## src/rtl/menu_ctl.sv

```systemverilog
// Menu controller: debounced-edge navigation, select/confirm flash, game handoff.
// Colours update only on the frame-tick edge so the renderer never sees a mid-line change.
module menu_ctl #(
    parameter int          FLASH_FRAMES = 30,
    parameter logic [11:0] COLOR_BG     = 12'h000,
    parameter logic [11:0] COLOR_FG     = 12'hFFF,
    parameter logic [11:0] COLOR_HL     = 12'hF80
) (
    input  logic        pclk,
    input  logic        rst,
    input  logic        vblnk_in,
    input  logic        btn_up,
    input  logic        btn_down,
    input  logic        btn_select,
    input  logic        btn_back,
    input  logic        game_over,
    output logic [11:0] color1,
    output logic [11:0] color2,
    output logic [1:0]  sel_idx,
    output logic [1:0]  game_mode,
    output logic        game_start,
    output logic        menu_active
);

    localparam int CW_RAW = $clog2(FLASH_FRAMES + 1);
    localparam int CW     = (CW_RAW < 3) ? 3 : CW_RAW;
    localparam logic [CW-1:0] LAST = CW'(FLASH_FRAMES - 1);

    typedef enum logic [1:0] {
        S_MENU,
        S_CONFIRM,
        S_GAME
    } state_t;

    state_t        r_state;
    state_t        w_state_nxt;
    logic [3:0]    r_sync1;
    logic [3:0]    r_sync2;
    logic [3:0]    r_hist;
    logic [3:0]    w_btn;
    logic [3:0]    w_edge;
    logic          w_up;
    logic          w_down;
    logic          w_sel;
    logic          w_back;
    logic          r_vq;
    logic          w_tick;
    logic [CW-1:0] r_cnt;
    logic [CW-1:0] w_cnt_nxt;
    logic [1:0]    w_sel_nxt;
    logic [1:0]    w_mode_nxt;
    logic          w_start_nxt;
    logic [11:0]   w_c1_nxt;
    logic [11:0]   w_c2_nxt;

    assign w_btn  = {btn_back, btn_select, btn_down, btn_up};
    assign w_edge = r_sync2 & ~r_hist;
    assign w_up   = w_edge[0];
    assign w_down = w_edge[1];
    assign w_sel  = w_edge[2];
    assign w_back = w_edge[3];
    assign w_tick = vblnk_in & ~r_vq;

    always_ff @(posedge pclk) begin
        if (rst) begin
            r_sync1 <= '0;
            r_sync2 <= '0;
            r_hist  <= '0;
            r_vq    <= 1'b0;
        end else begin
            r_sync1 <= w_btn;
            r_sync2 <= r_sync1;
            r_hist  <= r_sync2;
            r_vq    <= vblnk_in;
        end
    end

    always_ff @(posedge pclk) begin
        if (rst) r_state <= S_MENU;
        else     r_state <= w_state_nxt;
    end

    always_comb begin
        w_state_nxt = r_state;
        unique case (r_state)
            S_MENU: begin
                if (w_sel) w_state_nxt = S_CONFIRM;
            end
            S_CONFIRM: begin
                // back wins over a coincident final tick
                if (w_back)                        w_state_nxt = S_MENU;
                else if (w_tick && (r_cnt == LAST)) w_state_nxt = S_GAME;
            end
            S_GAME: begin
                if (game_over || w_back) w_state_nxt = S_MENU;
            end
            default: w_state_nxt = S_MENU;
        endcase
    end

    always_comb begin
        w_sel_nxt   = sel_idx;
        w_mode_nxt  = game_mode;
        w_cnt_nxt   = r_cnt;
        w_c1_nxt    = color1;
        w_c2_nxt    = color2;
        w_start_nxt = (r_state == S_CONFIRM) && (w_state_nxt == S_GAME);
        unique case (r_state)
            S_MENU: begin
                if (w_sel) begin
                    w_mode_nxt = sel_idx;
                    w_cnt_nxt  = '0;
                end else if (w_up && !w_down && (sel_idx != 2'd0)) begin
                    w_sel_nxt = sel_idx - 2'd1;
                end else if (w_down && !w_up && (sel_idx != 2'd3)) begin
                    w_sel_nxt = sel_idx + 2'd1;
                end
            end
            S_CONFIRM: begin
                if (!w_back && w_tick) w_cnt_nxt = r_cnt + CW'(1);
            end
            default: ;
        endcase
        if (w_tick) begin
            w_c1_nxt = COLOR_BG;
            w_c2_nxt = ((r_state == S_CONFIRM) && r_cnt[2]) ? COLOR_HL : COLOR_FG;
        end
    end

    always_ff @(posedge pclk) begin
        if (rst) begin
            sel_idx     <= 2'd0;
            game_mode   <= 2'd0;
            game_start  <= 1'b0;
            menu_active <= 1'b1;
            color1      <= COLOR_BG;
            color2      <= COLOR_FG;
            r_cnt       <= '0;
        end else begin
            sel_idx     <= w_sel_nxt;
            game_mode   <= w_mode_nxt;
            game_start  <= w_start_nxt;
            menu_active <= (w_state_nxt != S_GAME);
            color1      <= w_c1_nxt;
            color2      <= w_c2_nxt;
            r_cnt       <= w_cnt_nxt;
        end
    end

endmodule

```

## config.mk

```make
export PLATFORM = sky130hd
export DESIGN_NAME = menu_ctl
export DESIGN_NICKNAME = d
export VERILOG_FILES = /design/src/rtl/menu_ctl.sv
export SDC_FILE = /design/constraint.sdc
export NUM_CORES = 1
export LEC_CHECK = 0
export CELL_PAD_IN_SITES_DETAIL_PLACEMENT = 0
export CELL_PAD_IN_SITES_GLOBAL_PLACEMENT = 1
export CORE_ASPECT_RATIO = 1.4
export CORE_UTILIZATION = 25
export CTS_CLUSTER_SIZE = 8
export DETAILED_ROUTE_END_ITERATION = 10
export GPL_TIMING_DRIVEN = 1
export PLACE_DENSITY_LB_ADDON = 0.1
export SLEW_MARGIN = 20
export SYNTH_ARGS = -nofsm -noshare
export SYNTH_HDL_FRONTEND = slang
export SYNTH_SLANG_ARGS = --single-unit
```

## constraint.sdc

```tcl
create_clock -name pclk -period 1.9 [get_ports pclk]
set_input_delay 0.38 -clock pclk [delete_from_list [all_inputs] [get_ports pclk]]
set_output_delay 0.38 -clock pclk [all_outputs]
set_load 0.05 [all_outputs]
```

**Word-level counts from Yosys, hierarchy flattened**

Cells that the tools add are included.

- Register bits after elaboration: 38
- Input port bits: 8
- Output and inout bits: 30
- Word-level logic and storage cells: 57

- Add/subtract/negate cells: 3
- Eq/ne operators: 8
- Mux-type cells: 11
- Bitwise operators: 5
- Reductions and logical operators: 19

Operator list:

| cell | number |
|---|---|
| $mux W2 | 6 |
| $mux W5 | 2 |
| $pmux W5 S2 | 1 |
| $logic_and A1 B1 Y1 | 8 |
| $mux W7 | 1 |
| $ne A2 B2 Y1 const B | 3 |
| $pmux W2 S3 | 1 |
| $reduce_and A3 Y1 | 2 |
| $reduce_bool A2 Y1 | 3 |
| $add A5 B1 Y5 const B | 1 |
| $eq A5 B5 Y1 const B | 1 |
| $and A4 B4 Y4 | 1 |
| $eq A2 B2 Y1 const B | 2 |
| $not A4 Y4 | 1 |
| $logic_not A1 Y1 | 3 |
| $add A2 B1 Y2 const B | 1 |
| $eq A2 B1 Y1 const B | 1 |
| $logic_not A2 Y1 | 1 |
| $ne A2 B1 Y1 const B | 1 |
| $not A1 Y1 | 2 |
| $reduce_and A2 Y1 | 1 |
| $sub A2 B1 Y2 const B | 1 |
| $and A1 B1 Y1 | 1 |
| $logic_or A1 B1 Y1 | 1 |

**Longest topological paths before layout**

- Word-level depth: 8
- Depth in mapped cells: 5
- Mapped depth without buffers: 5

**Worst setup path before layout**

OpenSTA, ideal clock, no wires.

- Kind: register to output
- From: register color2[5] (netlist name)
- To: output port color2[1]
- Arrival: 1,008 ps
- Data required time: 1,520 ps
- Slack: 512 ps
- Cell stages (with the launch flop): 2
- Buffers on the path: 1
- Path through: dfxtp_1 buf_4

RTL lines:

| element | line | text |
|---|---|---|
| to (decl) | 18 | `output logic [11:0] color2,` |

**Final worst setup path**

- From: register game_mode[1]
- To: output port game_mode[1]

RTL lines:

| element | line | text |
|---|---|---|
| from (decl) | 20 | `output logic [1:0] game_mode,` |
| from (signal assigned) | 141 | `game_mode <= w_mode_nxt;` |

No word-level cell between the ends.

==> results.tsv <==
stage	metric	value	unit
sta	Period minus WS final	1.81	ns
layout	final core utilization	30.3	%
clock_tree	total clock sinks	27	
drt	met3 WL	89	um
synth	fraction of registers with async set/reset	0	%
pwr	Int Power	763	uW
critical_path	R2R depth	4	
clock_tree	Post-CTS Setup Inserts	0	
layout	commonest non-fill, non-tap cells in the layout	dfxtp_1 (27), conb_1 (17), nor2b_1 (16)	
clock_tree	Post-CTS Resized	0	
clock_tree	Max Buffers Root-to-Sink	2	
clock_tree	Hold Buf Count CTS	0	
synth	Post-Synth Simple-Gate Area	27.6	%
synth	Post-synth EDFFs	0	
synth	post-synthesis xor/xnor area fraction	2.85	%
sta	Final Hold Fails	0	
layout	layout cells sized above 1	17.4	%
clock_tree	H-tree depth	1	
placement	final HPWL from detailed placement	1610	um
placement	GPL Wtd Cong	0.743	
flow_run	Max Cap Viol	0	
synth	Post-Synthesis Cells	129	
pwr	sw frac	28.1	%
global_route	Tot GR Track Use	8.81	%
layout	Nets	155	
synth	Avg Inst Size Synth	9.54	sq um
clock_tree	CTS tree	yes	
synth	Seq cells post-synth	27	
clock_tree	Worst-Skew Late Latency	0.27	ns
worst_hold_path	Hold Path Stages	1	
floorplanning	# IOs	38	
drt	DR top layer	met4	
synth	register area share after synthesis	43.9	%
sta	max-slew violation count	0	
synth	Post-synth top flop	dfxtp_1	
sta	Setup TNS	0	ns
synth	post-synthesis compound-gate area fraction	6.10	%
drt	First-pass DRT Iterations	3	
critical_path	family with the most delay on the worst path	buffers and inverters	
pwr	combinational share of power	13.8	%
sta	final period utilization	95.1	%
synth	adder-cell share of the synthesized area	2.03	%
critical_path	Worst EP arrival	1.43	ns
clock_tree	clock-pin slew on the worst setup and hold paths	0.09	ns
critical_path	ordered list of cells on the worst path	clkdlybuf4s50_1	
global_route	initial antenna violation count	0	
drt	DRC	0	
critical_path	Max FO, Critical Path	2	
critical_path	Worst EP required	1.52	ns
sta	worst-margin pin slew	0.495	ns
synth	Synthesis Warnings	0	
run_status	status	complete, no violations	
global_route	vias in the first global route	757	
clock_tree	root buf cell	clkbuf_8	
critical_path	Worst setup SP type	flip-flop	
drt	antenna viol nets, final	0	
layout	area delta synth->final	14.4	%
sta	relative slew slack	66.9	%
worst_hold_path	Hold Crit Class	flip-flop to flip-flop	
critical_path	Critical Path Max Stage Delay	0.81	ns
critical_path	Worst Setup Path Type	flip-flop to output pin	
pwr	Clk pwr share	30.7	%
critical_path	Critical Path Slowest Stage Cell	clkdlybuf4s50_1	
global_route	first-pass GRT wire length	3370	um
clock_tree	TritonCTS buffer count	3	
drt	DRT iter0 DRCs	21	
sta	RSZ-0062 raised after global routing	false	
floorplanning	Die X	61.3	um
pwr	Leak	0.000561	uW
drt	total wire length	2130	um
synth	synthesized area	0.00123	sq mm
drt	Metal-1 WL	928	um
critical_path	worst path buffer plus inverter count	1	
pwr	peak supply drop	337	uV
pwr	PwrDens	753	mW/mm^2
floorplanning	core area	0.00464	sq mm
floorplanning	Die ar.	0.00521	sq mm
synth	post-synth cell types	34	
synth	largest family of logic cells by synthesized area	simple AND/OR/NAND/NOR gates	
drt	vias per cell	3.85	
global_route	grt ovf	0	
layout	antenna fix cells	0	
synth	mux contribution to synthesized area	1.63	%
critical_path	critical path endpoint category	output pin	
floorplanning	Site Rows	29	
drt	met2 WL	1060	um
sta	FMAX	553	MHz
floorplanning	die height	85.0	um
layout	commonest non-fill, non-tap cell in the layout	dfxtp_1	
pwr	sequential share of power	55.5	%
drt	Vias	794	
drt	drt wl/cell	10.3	um
critical_path	Crit path depth	1	
sta	final setup vio count	0	
sta	clk_skew	0.00441	ns
global_route	largest net degree at the start of global routing	16	
floorplanning	initial core utilization	26.5	%
pwr	net switching power	298	uW
placement	Port-buffer cells	20	
[final cells by class]
cell class              instances  area [sq um]
fillers                       540          3240
multi-input cells              90           559
flip-flops and latches         27           541
repair buffers                 21           178
well taps                      62          77.6
clock buffers                   3          41.3
inverters                       2          7.51
clock inverters                 1          5.00
[final timing paths]
kind                            slack, ns      endpoint    startpoint
worst max register to register       0.61    sel_idx[0]    r_state[0]
worst min register to register       0.44    r_sync2[2]    r_sync1[2]
worst min-delay path                 0.44    r_sync2[2]    r_sync1[2]
worst max-delay path                 0.09  game_mode[1]  game_mode[1]
[Yosys cell counts, types with 2 or more instances]
| master | count | area share, % |
|---|---|---|
| dfxtp_1 | 27 | 44 |
| buf_4 | 23 | 14 |
| nor2b_1 | 16 | 8.1 |
| nor2_1 | 12 | 3.7 |
| nand2_1 | 5 | 1.5 |
| xor2_1 | 4 | 2.8 |
| nand2b_1 | 3 | 1.5 |
| a31oi_1 | 2 | 1.0 |
| and3_1 | 2 | 1.0 |
| clkbuf_1 | 2 | 0.61 |
| conb_1 | 2 | 0.61 |
| ha_1 | 2 | 2.0 |
| inv_1 | 2 | 0.61 |
| mux2i_1 | 2 | 1.6 |
| nand3_1 | 2 | 0.81 |
| nor3_1 | 2 | 0.81 |
| nor3b_1 | 2 | 1.2 |
| nor4_1 | 2 | 1.0 |
| o21ai_0 | 2 | 0.81 |
[per-layer routing]
layer / vias to the layer above / GRT usage (%)
li1: 414 / -
met1: 357 / 9.91
met2: 18 / 14.5
met3: 5 / 2.29
met4: 0 / 4.96
met5: - / 0
[per-stage QoR]
step | power [uW] | std cells | setup slack, ns | hold WS (ns) | cell area [sq um]
4_1_cts | 1080 | 206 | 0.0733 | 0.452 | 1410
3_5_place_dp | 748 | 202 | 0.235 | 0.428 | 1360
3_3_place_gp | 748 | 202 | 0.229 | 0.419 | 1360
6_report | 1060 | 206 | 0.0922 | 0.444 | 1410
5_1_grt | 1110 | 206 | 0.0456 | 0.460 | 1410
2_1_floorplan | 746 | 144 | 0.512 | 0.414 | 1290
[sequential cells by signal, summed over array words and instances (netlist names)]
name / cells
color2: 1
game_mode: 2
game_start: 1
menu_active: 1
r_cnt: 5
r_hist: 4
r_state: 2
r_sync1: 4
r_sync2: 4
r_vq: 1
sel_idx: 2
[cell families after synthesis]
group	after synthesis
adders and majority gates	2
xor gates and xnor gates	4
AOI/OAI and AO/OA	10
DFF	27
and+or+nand+nor	55
muxes	2
buffers and inverters	27
other	2
[power groups by stage]
stage,Combinational [uW],Sequential (uW),Clock (uW)
after floorplan,142,605,0
after global placement,146,602,0
after detailed placement,146,602,0
after CTS,146,589,342
after global routing,156,591,367
final,146,589,326
[worst register-to-register path: cells and delay by family, from the launching register on]
| kind | cells | cell delay [ns] |
|---|---|---|
| flip-flops | 1 | 0.41 |
| AND/OR/NAND/NOR | 2 | 0.30 |
| AO/OA/AOI/OAI | 2 | 0.46 |
No activity file was read; power rests on OpenSTA's default activity.
